===== src/rtl/axil_pkg.sv =====
`default_nettype none
// +------------------------------------------------------------------+
// | axil_pkg : response codes and FSM states for the AXI-lite slave   |
// | Revision : 1.0                                                    |
// +------------------------------------------------------------------+
package axil_pkg;

  localparam logic [1:0] RESP_OKAY   = 2'b00;
  localparam logic [1:0] RESP_SLVERR = 2'b10;
  localparam logic [1:0] RESP_DECERR = 2'b11;

  typedef enum logic [1:0] {
    COLLECT = 2'd0,
    WRITE   = 2'd1,
    RESP    = 2'd2
  } state_t;

endpackage : axil_pkg
`default_nettype wire


===== src/rtl/axil_reg_bank.sv =====
`default_nettype none
// +------------------------------------------------------------------+
// | axil_reg_bank : register array, one sync write, one comb read     |
// | Revision : 1.0                                                    |
// +------------------------------------------------------------------+
module axil_reg_bank
  import axil_pkg::*;
#(
  parameter int DATA_WD = 8,
  parameter int REG_NUM = 16,
  parameter int IDX_WD  = $clog2(REG_NUM)
) (
  input  logic               clk,
  input  logic               rstn,
  input  logic               we,
  input  logic [IDX_WD-1:0]  idx,
  input  logic [DATA_WD-1:0] data,
  input  logic [IDX_WD-1:0]  rd_idx,
  output logic [DATA_WD-1:0] rd_data
);

  logic [DATA_WD-1:0] regs [REG_NUM];

  always_ff @(posedge clk) begin
    if (!rstn) begin
      for (int i = 0; i < REG_NUM; i++) begin
        regs[i] <= '0;
      end
    end else if (we) begin
      regs[idx] <= data;
    end
  end

  assign rd_data = regs[rd_idx];

endmodule : axil_reg_bank
`default_nettype wire


===== src/rtl/axi_lite_write_slave.sv =====
`default_nettype none
// +------------------------------------------------------------------+
// | axi_lite_write_slave : AW/W/B slave committing into a reg bank;   |
// | AXIL_WSLV_DECERR_EN selects DECERR for out-of-range writes.       |
// | Revision : 1.0                                                    |
// +------------------------------------------------------------------+
module axi_lite_write_slave
  import axil_pkg::*;
#(
  parameter int DATA_WD = 8,
  parameter int ADDR_WD = 8,
  parameter int REG_NUM = 16
) (
  input  logic                       clk,
  input  logic                       rstn,
  input  logic [ADDR_WD-1:0]         awaddr,
  input  logic                       awvalid,
  output logic                       awready,
  input  logic [DATA_WD-1:0]         wdata,
  input  logic                       wvalid,
  output logic                       wready,
  output logic [1:0]                 bresp,
  output logic                       bvalid,
  input  logic                       bready,
  input  logic [$clog2(REG_NUM)-1:0] rd_idx,
  output logic [DATA_WD-1:0]         rd_data,
  output logic                       wr_pulse,
  output logic [$clog2(REG_NUM)-1:0] wr_idx
);

  localparam int IDX_WD = $clog2(REG_NUM);
  localparam logic [ADDR_WD:0] ADDR_LIMIT = (ADDR_WD+1)'(REG_NUM);

`ifdef AXIL_WSLV_DECERR_EN
  localparam logic [1:0] MISS_RESP = RESP_DECERR;
`else
  localparam logic [1:0] MISS_RESP = RESP_OKAY;
`endif

  state_t             state;
  logic               aw_held;
  logic               w_held;
  logic [ADDR_WD-1:0] addr_q;
  logic [DATA_WD-1:0] data_q;

  logic              aw_hs;
  logic              w_hs;
  logic              aw_next;
  logic              w_next;
  logic              in_range;
  logic              bank_we;
  logic [IDX_WD-1:0] addr_idx;

  assign aw_hs    = awvalid && awready;
  assign w_hs     = wvalid && wready;
  assign aw_next  = aw_held || aw_hs;
  assign w_next   = w_held || w_hs;
  assign in_range = {1'b0, addr_q} < ADDR_LIMIT;
  assign addr_idx = addr_q[IDX_WD-1:0];
  assign bank_we  = (state == WRITE) && in_range;

  always_ff @(posedge clk) begin
    if (!rstn) begin
      state    <= COLLECT;
      aw_held  <= 1'b0;
      w_held   <= 1'b0;
      addr_q   <= '0;
      data_q   <= '0;
      awready  <= 1'b0;
      wready   <= 1'b0;
      bvalid   <= 1'b0;
      bresp    <= RESP_OKAY;
      wr_pulse <= 1'b0;
      wr_idx   <= '0;
    end else begin
      case (state)
        COLLECT: begin
          wr_pulse <= 1'b0;
          if (aw_hs) begin
            addr_q  <= awaddr;
            aw_held <= 1'b1;
          end
          if (w_hs) begin
            data_q <= wdata;
            w_held <= 1'b1;
          end
          // Ready outputs are registered, so they track the post-edge held flags.
          if (aw_next && w_next) begin
            state   <= WRITE;
            awready <= 1'b0;
            wready  <= 1'b0;
          end else begin
            awready <= !aw_next;
            wready  <= !w_next;
          end
        end
        WRITE: begin
          wr_pulse <= in_range;
          if (in_range) begin
            wr_idx <= addr_idx;
          end
          bresp   <= in_range ? RESP_OKAY : MISS_RESP;
          bvalid  <= 1'b1;
          aw_held <= 1'b0;
          w_held  <= 1'b0;
          state   <= RESP;
        end
        RESP: begin
          wr_pulse <= 1'b0;
          if (bready) begin
            bvalid  <= 1'b0;
            awready <= 1'b1;
            wready  <= 1'b1;
            state   <= COLLECT;
          end
        end
        default: begin
          state <= COLLECT;
        end
      endcase
    end
  end

  axil_reg_bank #(
    .DATA_WD (DATA_WD),
    .REG_NUM (REG_NUM),
    .IDX_WD  (IDX_WD)
  ) u_reg_bank (
    .clk     (clk),
    .rstn    (rstn),
    .we      (bank_we),
    .idx     (addr_idx),
    .data    (data_q),
    .rd_idx  (rd_idx),
    .rd_data (rd_data)
  );

endmodule : axi_lite_write_slave
`default_nettype wire


===== config.mk =====
export PLATFORM = sky130hd
export DESIGN_NAME = axi_lite_write_slave
export DESIGN_NICKNAME = d
export VERILOG_FILES = /design/src/rtl/axil_pkg.sv /design/src/rtl/axil_reg_bank.sv /design/src/rtl/axi_lite_write_slave.sv
export SDC_FILE = /design/constraint.sdc
export NUM_CORES = 1
export LEC_CHECK = 0
export ABC_AREA = 1
export ABC_CLOCK_PERIOD_IN_PS = 1900
export BUFFER_PORTS_ARGS = -buffer_cell sky130_fd_sc_hd__buf_4
export CORE_MARGIN = 2
export CORE_UTILIZATION = 57
export CTS_CLUSTER_SIZE = 12
export DETAILED_ROUTE_END_ITERATION = 16
export PLACE_DENSITY_LB_ADDON = 0.15
export SYNTH_ARGS = -nofsm -noshare
export SYNTH_HDL_FRONTEND = slang
export SYNTH_SLANG_ARGS = --single-unit

===== constraint.sdc =====
create_clock -name clk -period 1.9 [get_ports clk]
set_input_delay 0.38 -clock clk [delete_from_list [all_inputs] [get_ports clk]]
set_output_delay 0.38 -clock clk [all_outputs]
set_load 0.01 [all_outputs]

-- Word-level counts from Yosys, hierarchy flattened
Memory sizes are Yosys's and may differ from the RTL's.
Index checks and enable logic that the tools add are counted.
- magnitude comparators: 1
- eq/ne operators: 6
- multiplexer cells: 22
- reductions and logical operators: 23
- operators with widths (operator ; count):
    $reduce_and 2->1 ; 8
    $pmux 1 s2 ; 6
    $mux 1 ; 11
    $lt 8x5->1 const B ; 1
    $mux 8 ; 1
    $ne 2x2->1 const B ; 4
    $reduce_bool 2->1 ; 4
    $reduce_or 8->1 ; 1
    $pmux 2 s3 ; 1
    $logic_and 1x1->1 ; 4
    $mux 2 ; 2
    $mux 4 ; 1
    $eq 2x1->1 const B ; 1
    $eq 2x2->1 const B ; 1
    $logic_not 1->1 ; 2
    $logic_not 2->1 ; 1
    $logic_or 1x1->1 ; 2
    $reduce_or 2->1 ; 1
- register bits after elaboration: 28
- RAM bits: 128
- bits of input ports: 25
- output and inout bits: 18
- word-level logic and storage cells: 63
- memories kept: 1
- memory list (name ; words ; width ; read ports ; clocked after memory_dff ; write ports ; line ; text):
    u_reg_bank.regs ; 16 ; 8 ; 1 ; 0 ; 16 ; axil_reg_bank.sv:22 ; logic [DATA_WD-1:0] regs [REG_NUM];

-- Depth between registers and ports, before layout
- depth in word-level cells: 7
- gate-level depth with buffers: 8

-- Hierarchy
From an unflattened synthesis, not the netlist that was laid out.
- cells, all modules: 851
- area total of the unflattened synthesis: 7343.3 µm²
- by module, submodules not included (module ; instances ; cells each ; area each (µm²)):
    axil_reg_bank ; 1 ; 708 ; 6254.7
    axi_lite_write_slave ; 1 ; 143 ; 1088.5

-- Least setup slack after synthesis
OpenSTA, ideal clock, no wires.
- kind: reg2reg
- from: reg addr_q[7]
- to: mem u_reg_bank.regs[4][0], enable pin
- setup time: 329 ps
- arrival: 1329 ps
- setup slack: 242 ps
- stages on the path, launching flop included: 7
- clock period less this slack: 1658 ps
- cell sequence: dfxtp_1 > nor2_1 > nand3_1 > nor2_8 > buf_12 > nand4_4 > nand2_1
- RTL lines (what ; line ; text):
    start, declared ; axi_lite_write_slave.sv:43 ; logic [ADDR_WD-1:0] addr_q;
    start signal, assigned ; axi_lite_write_slave.sv:80 ; addr_q <= awaddr;
    end, declared ; axil_reg_bank.sv:22 ;

-- Final worst setup path
- from: mem u_reg_bank.regs[7][7]
- to: out rd_data[7]
- word-level cells in the longest chain between the ends: 1
- RTL lines (what ; line ; text):
    $mem_v2 16x8 ; -- ;
    end, declared ; axi_lite_write_slave.sv:26 ; output logic [DATA_WD-1:0] rd_data,
Every way passes these cells.

==> impl_metrics.env <==
export IMPL_cp_endpoint="rd_data[7]"
export IMPL_max_clock_path_buffers=2
export IMPL_rsz0062_at_grt="true"
export IMPL_syn_inst=829
export IMPL_dpl_hpwl_um=12500
export IMPL_hold_path_class="in2reg"
export IMPL_grt_pass1_vias=5567
export IMPL_status="complete, no violations"
export IMPL_grt_start_max_net_pins=41
export IMPL_rrSetupSlack_ps=120
export IMPL_cts_made_buffers=17
export IMPL_p_clk_share_pct=39.2
export IMPL_slowest_delay_ps=370
export IMPL_tightest_slew_ps=540
export IMPL_swShare_pct=26.5
export IMPL_rr_startpoint="addr_q[7]$_SDFFE_PN0P_"
export IMPL_core_um2=12700
export IMPL_ant_nets=0
export IMPL_clkSinkCount=156
export IMPL_max_freq_mhz=540
export IMPL_drive_above_1_share_pct=20.6
export IMPL_cts_tree="yes"
export IMPL_leakagePower_nw=3.76
export IMPL_syn_to_final_growth_pct=18.4
export IMPL_period_needed_ps=1850
export IMPL_reg2reg_to="u_reg_bank.regs[5][6]$_SDFFCE_PN0P_"
export IMPL_cts_setup_buffers=0
export IMPL_viasPerCell=5.45
export IMPL_startpoint="u_reg_bank.regs[7][7]$_SDFFCE_PN0P_"
export IMPL_start_util_pct=59.1
export IMPL_clk_latency_ps=430
export IMPL_antenna_found_initial=0
export IMPL_slew_violations=0
export IMPL_fillerInstances=991
export IMPL_die_w_um=119
export IMPL_seq_area_frac_synth_pct=58.6
export IMPL_power_switching_mw=2.09
export IMPL_grtUsageTotal_pct=27.6
export IMPL_worstPathArrival_ps=1470
export IMPL_worstPathRequired_ps=1520
export IMPL_hold_violations=0
export IMPL_syn_area_um2=7510
export IMPL_ios=43
export IMPL_place_inst=1041
export IMPL_drt_iter0_markers=633
export IMPL_finalSetupViolations=0
export IMPL_cpLargestDelayFamily="simple AND/OR/NAND/NOR gates"
export IMPL_grt_overflow=0
export IMPL_slowest_stage="edfxtp_1"
export IMPL_internal_power_mw=5.80
export IMPL_critPathCaptureType="primary output"
export IMPL_synth_cell_types=24
export IMPL_critPathMostFrequentCell="nand3_1"
export IMPL_slew_headroom_pct=63.9
export IMPL_comb_power_share_pct=11.5
export IMPL_crit_type="reg2out"
export IMPL_placementRows=41
export IMPL_skew_ps=10.9
export IMPL_crit_path_start_kind="flip-flop"
export IMPL_vias=5843
export IMPL_remaining_drc_errors=0
export IMPL_rr_worst_depth=6
export IMPL_gp_congestion=0.904
export IMPL_cp_cell_sequence="inv_1, nand2_1, nand3_1, nand3_1, nand3_1, nand2_1, buf_4"
export IMPL_antennaDiodeCount=0
export IMPL_path_buf_inv=2
export IMPL_synth_seq_cells=156
export IMPL_grt_pass1_wl_um=29400
export IMPL_pwr_share_seq_pct=49.4
export IMPL_drv_cap=0
export IMPL_synth_warnings=0
export IMPL_power_density_nw_per_um2=887
export IMPL_min_period_over_period_pct=97.5
export IMPL_post_drt_wl_per_cell_um=17.3
export IMPL_root_buffer="clkbuf_16"
export IMPL_avgSynthCellArea_um2=9.06
export IMPL_cts_hold_buffers=0
export IMPL_final_util_pct=69.9
export IMPL_stdcell_count=1073
export IMPL_clk_pin_slew_ps=60
export IMPL_die_area_um2=14100
export IMPL_portBuffers=40
export IMPL_cp_depth=7
export IMPL_vdd_ir_drop_worst_v=0.000596
export IMPL_whs_ps=169
export IMPL_cp_max_fo=1
export IMPL_die_y_um=119
export IMPL_multiInputGateArea_um2=2580
export IMPL_seq_area_um2=4400
export IMPL_first_pass_iters=5
export IMPL_fin_nets=913
export IMPL_cts_htree_levels=4
export IMPL_wirelength_um=18500
-- worst reg2reg max path, stage by stage (launching register included) --
cell	delay, ps
dfxtp_1	310
nor2_1	150
nand3_1	190
nor2_8	210
buf_12	200
nand4_4	100
nand2_1	280
-- worst min path at each step --
stage | startpoint | endpoint | slack, ps | cells past startpoint
2_1_floorplan | aw_held$_SDFFE_PN0P_ | aw_held$_SDFFE_PN0P_ | 440 | 2
4_1_cts | bready | bvalid$_SDFFE_PN0P_ | 150 | 2
3_5_place_dp | data_q[4]$_SDFFE_PN0P_ | data_q[4]$_SDFFE_PN0P_ | 430 | 2
5_1_grt | bready | bvalid$_SDFFE_PN0P_ | 170 | 2
3_3_place_gp | data_q[6]$_SDFFE_PN0P_ | data_q[6]$_SDFFE_PN0P_ | 430 | 2
6_report | bready | bvalid$_SDFFE_PN0P_ | 170 | 2
-- cells in the final DEF (no fill, tap or decap), types with 3 or more instances in the layout --
cell type / instances
clkinv_4: 3
inv_1: 107
buf_4: 76
nor2_2: 14
nand3_1: 78
inv_2: 6
nand2_2: 10
clkinv_1: 9
inv_6: 5
clkinvlp_4: 5
nand4_4: 16
nand2_1: 181
buf_12: 6
edfxtp_1: 128
nor2_1: 138
clkbuf_16: 17
o21ai_0: 22
nand3_2: 22
dfxtp_1: 28
a21oi_1: 19
-- cells by family after synthesis --
| kind of cell | Yosys count | synth area share (%) |
|---|---|---|
| simple gates | 465 | 29.5 |
| buf+inv | 165 | 8.99 |
| other cells | 1 | 0.0499 |
| flops | 156 | 58.6 |
| compound gates | 42 | 2.85 |
-- synth_stat cells --
| master | instances | area [um^2] |
|---|---|---|
| buf_4 | 5 | 37.5 |
| inv_1 | 108 | 405 |
| nor2_1 | 138 | 518 |
| a311oi_1 | 1 | 8.76 |
| a21oi_1 | 19 | 95.1 |
| nand3_1 | 100 | 500 |
| nor2_2 | 14 | 87.6 |
| buf_12 | 1 | 20.0 |
| nand4_4 | 16 | 340 |
| clkinv_1 | 8 | 30.0 |
| nor2_8 | 1 | 20.0 |
| buf_6 | 1 | 11.3 |
| dfxtp_1 | 28 | 561 |
| and3_1 | 1 | 6.26 |
| inv_2 | 5 | 18.8 |
| conb_1 | 1 | 3.75 |
| or2_2 | 1 | 6.26 |
| o21ai_0 | 22 | 110 |
| edfxtp_1 | 128 | 3840 |
| clkbuf_1 | 26 | 97.6 |
| nor2_4 | 1 | 11.3 |
| nand2_1 | 192 | 721 |
| nand4_1 | 1 | 6.26 |
| buf_2 | 11 | 55.1 |
-- sequential cells by signal, summed over array words and instances, names as in the netlist --
name and flops:
u_reg_bank.regs 128, addr_q 8, data_q 8, wr_idx 4, state 2, aw_held 1, awready 1, bvalid 1
w_held 1, wr_pulse 1, wready 1
-- layer usage --
| metal | part of all wire [%] | global-route usage, % | wire, um | vias to the layer above |
|---|---|---|---|---|
| li1 | - | - | - | 2774 |
| met1 | 40 | 35.9 | 7470 | 2752 |
| met2 | 49 | 44.9 | 9100 | 277 |
| met3 | 7.7 | 6.51 | 1430 | 40 |
| met4 | 2.9 | 10.9 | 529 | 0 |
| met5 | 0 | 0 | 0 | - |
-- cell type report --
cell class                 instances  share of cell area, %
multi-input combinational        509                   29.0
clock inverter                    15                   1.31
tap                              172                   2.42
inverter                         121                   5.10
clock buffer                      17                   4.78
timing repair buffer              83                   7.89
sequential                       156                   49.5
-- power groups by stage --
stage / clock (mW) / combinational, mW / sequential, mW
2_1_floorplan: 0 / 0.541 / 3.95
3_3_place_gp: 0 / 0.848 / 3.96
3_5_place_dp: 0 / 0.865 / 3.97
4_1_cts: 3.12 / 0.874 / 3.89
5_1_grt: 3.27 / 0.982 / 3.91
6_report: 3.09 / 0.904 / 3.90
-- through the flow --
step	setup WS, ps	area (um^2)	TNS, ps	power (mW)
floorplan	242	7520	0	4.49
global placement	3.56	8210	0	4.81
detailed placement	-54.0	8210	-54.0	4.83
CTS	8.11	8770	0	7.89
global route	-17.3	8900	-69.9	8.16
finish	47.5	8900	0	7.89
-- what timing repair did --
item	4_1_cts	5_1_grt
setup endpoints to repair	12	96
gates resized for setup	5	31
endpoints found under the hold margin	0	0
pin swaps	0	1
Note: power is estimated with default switching activity, not from simulation.
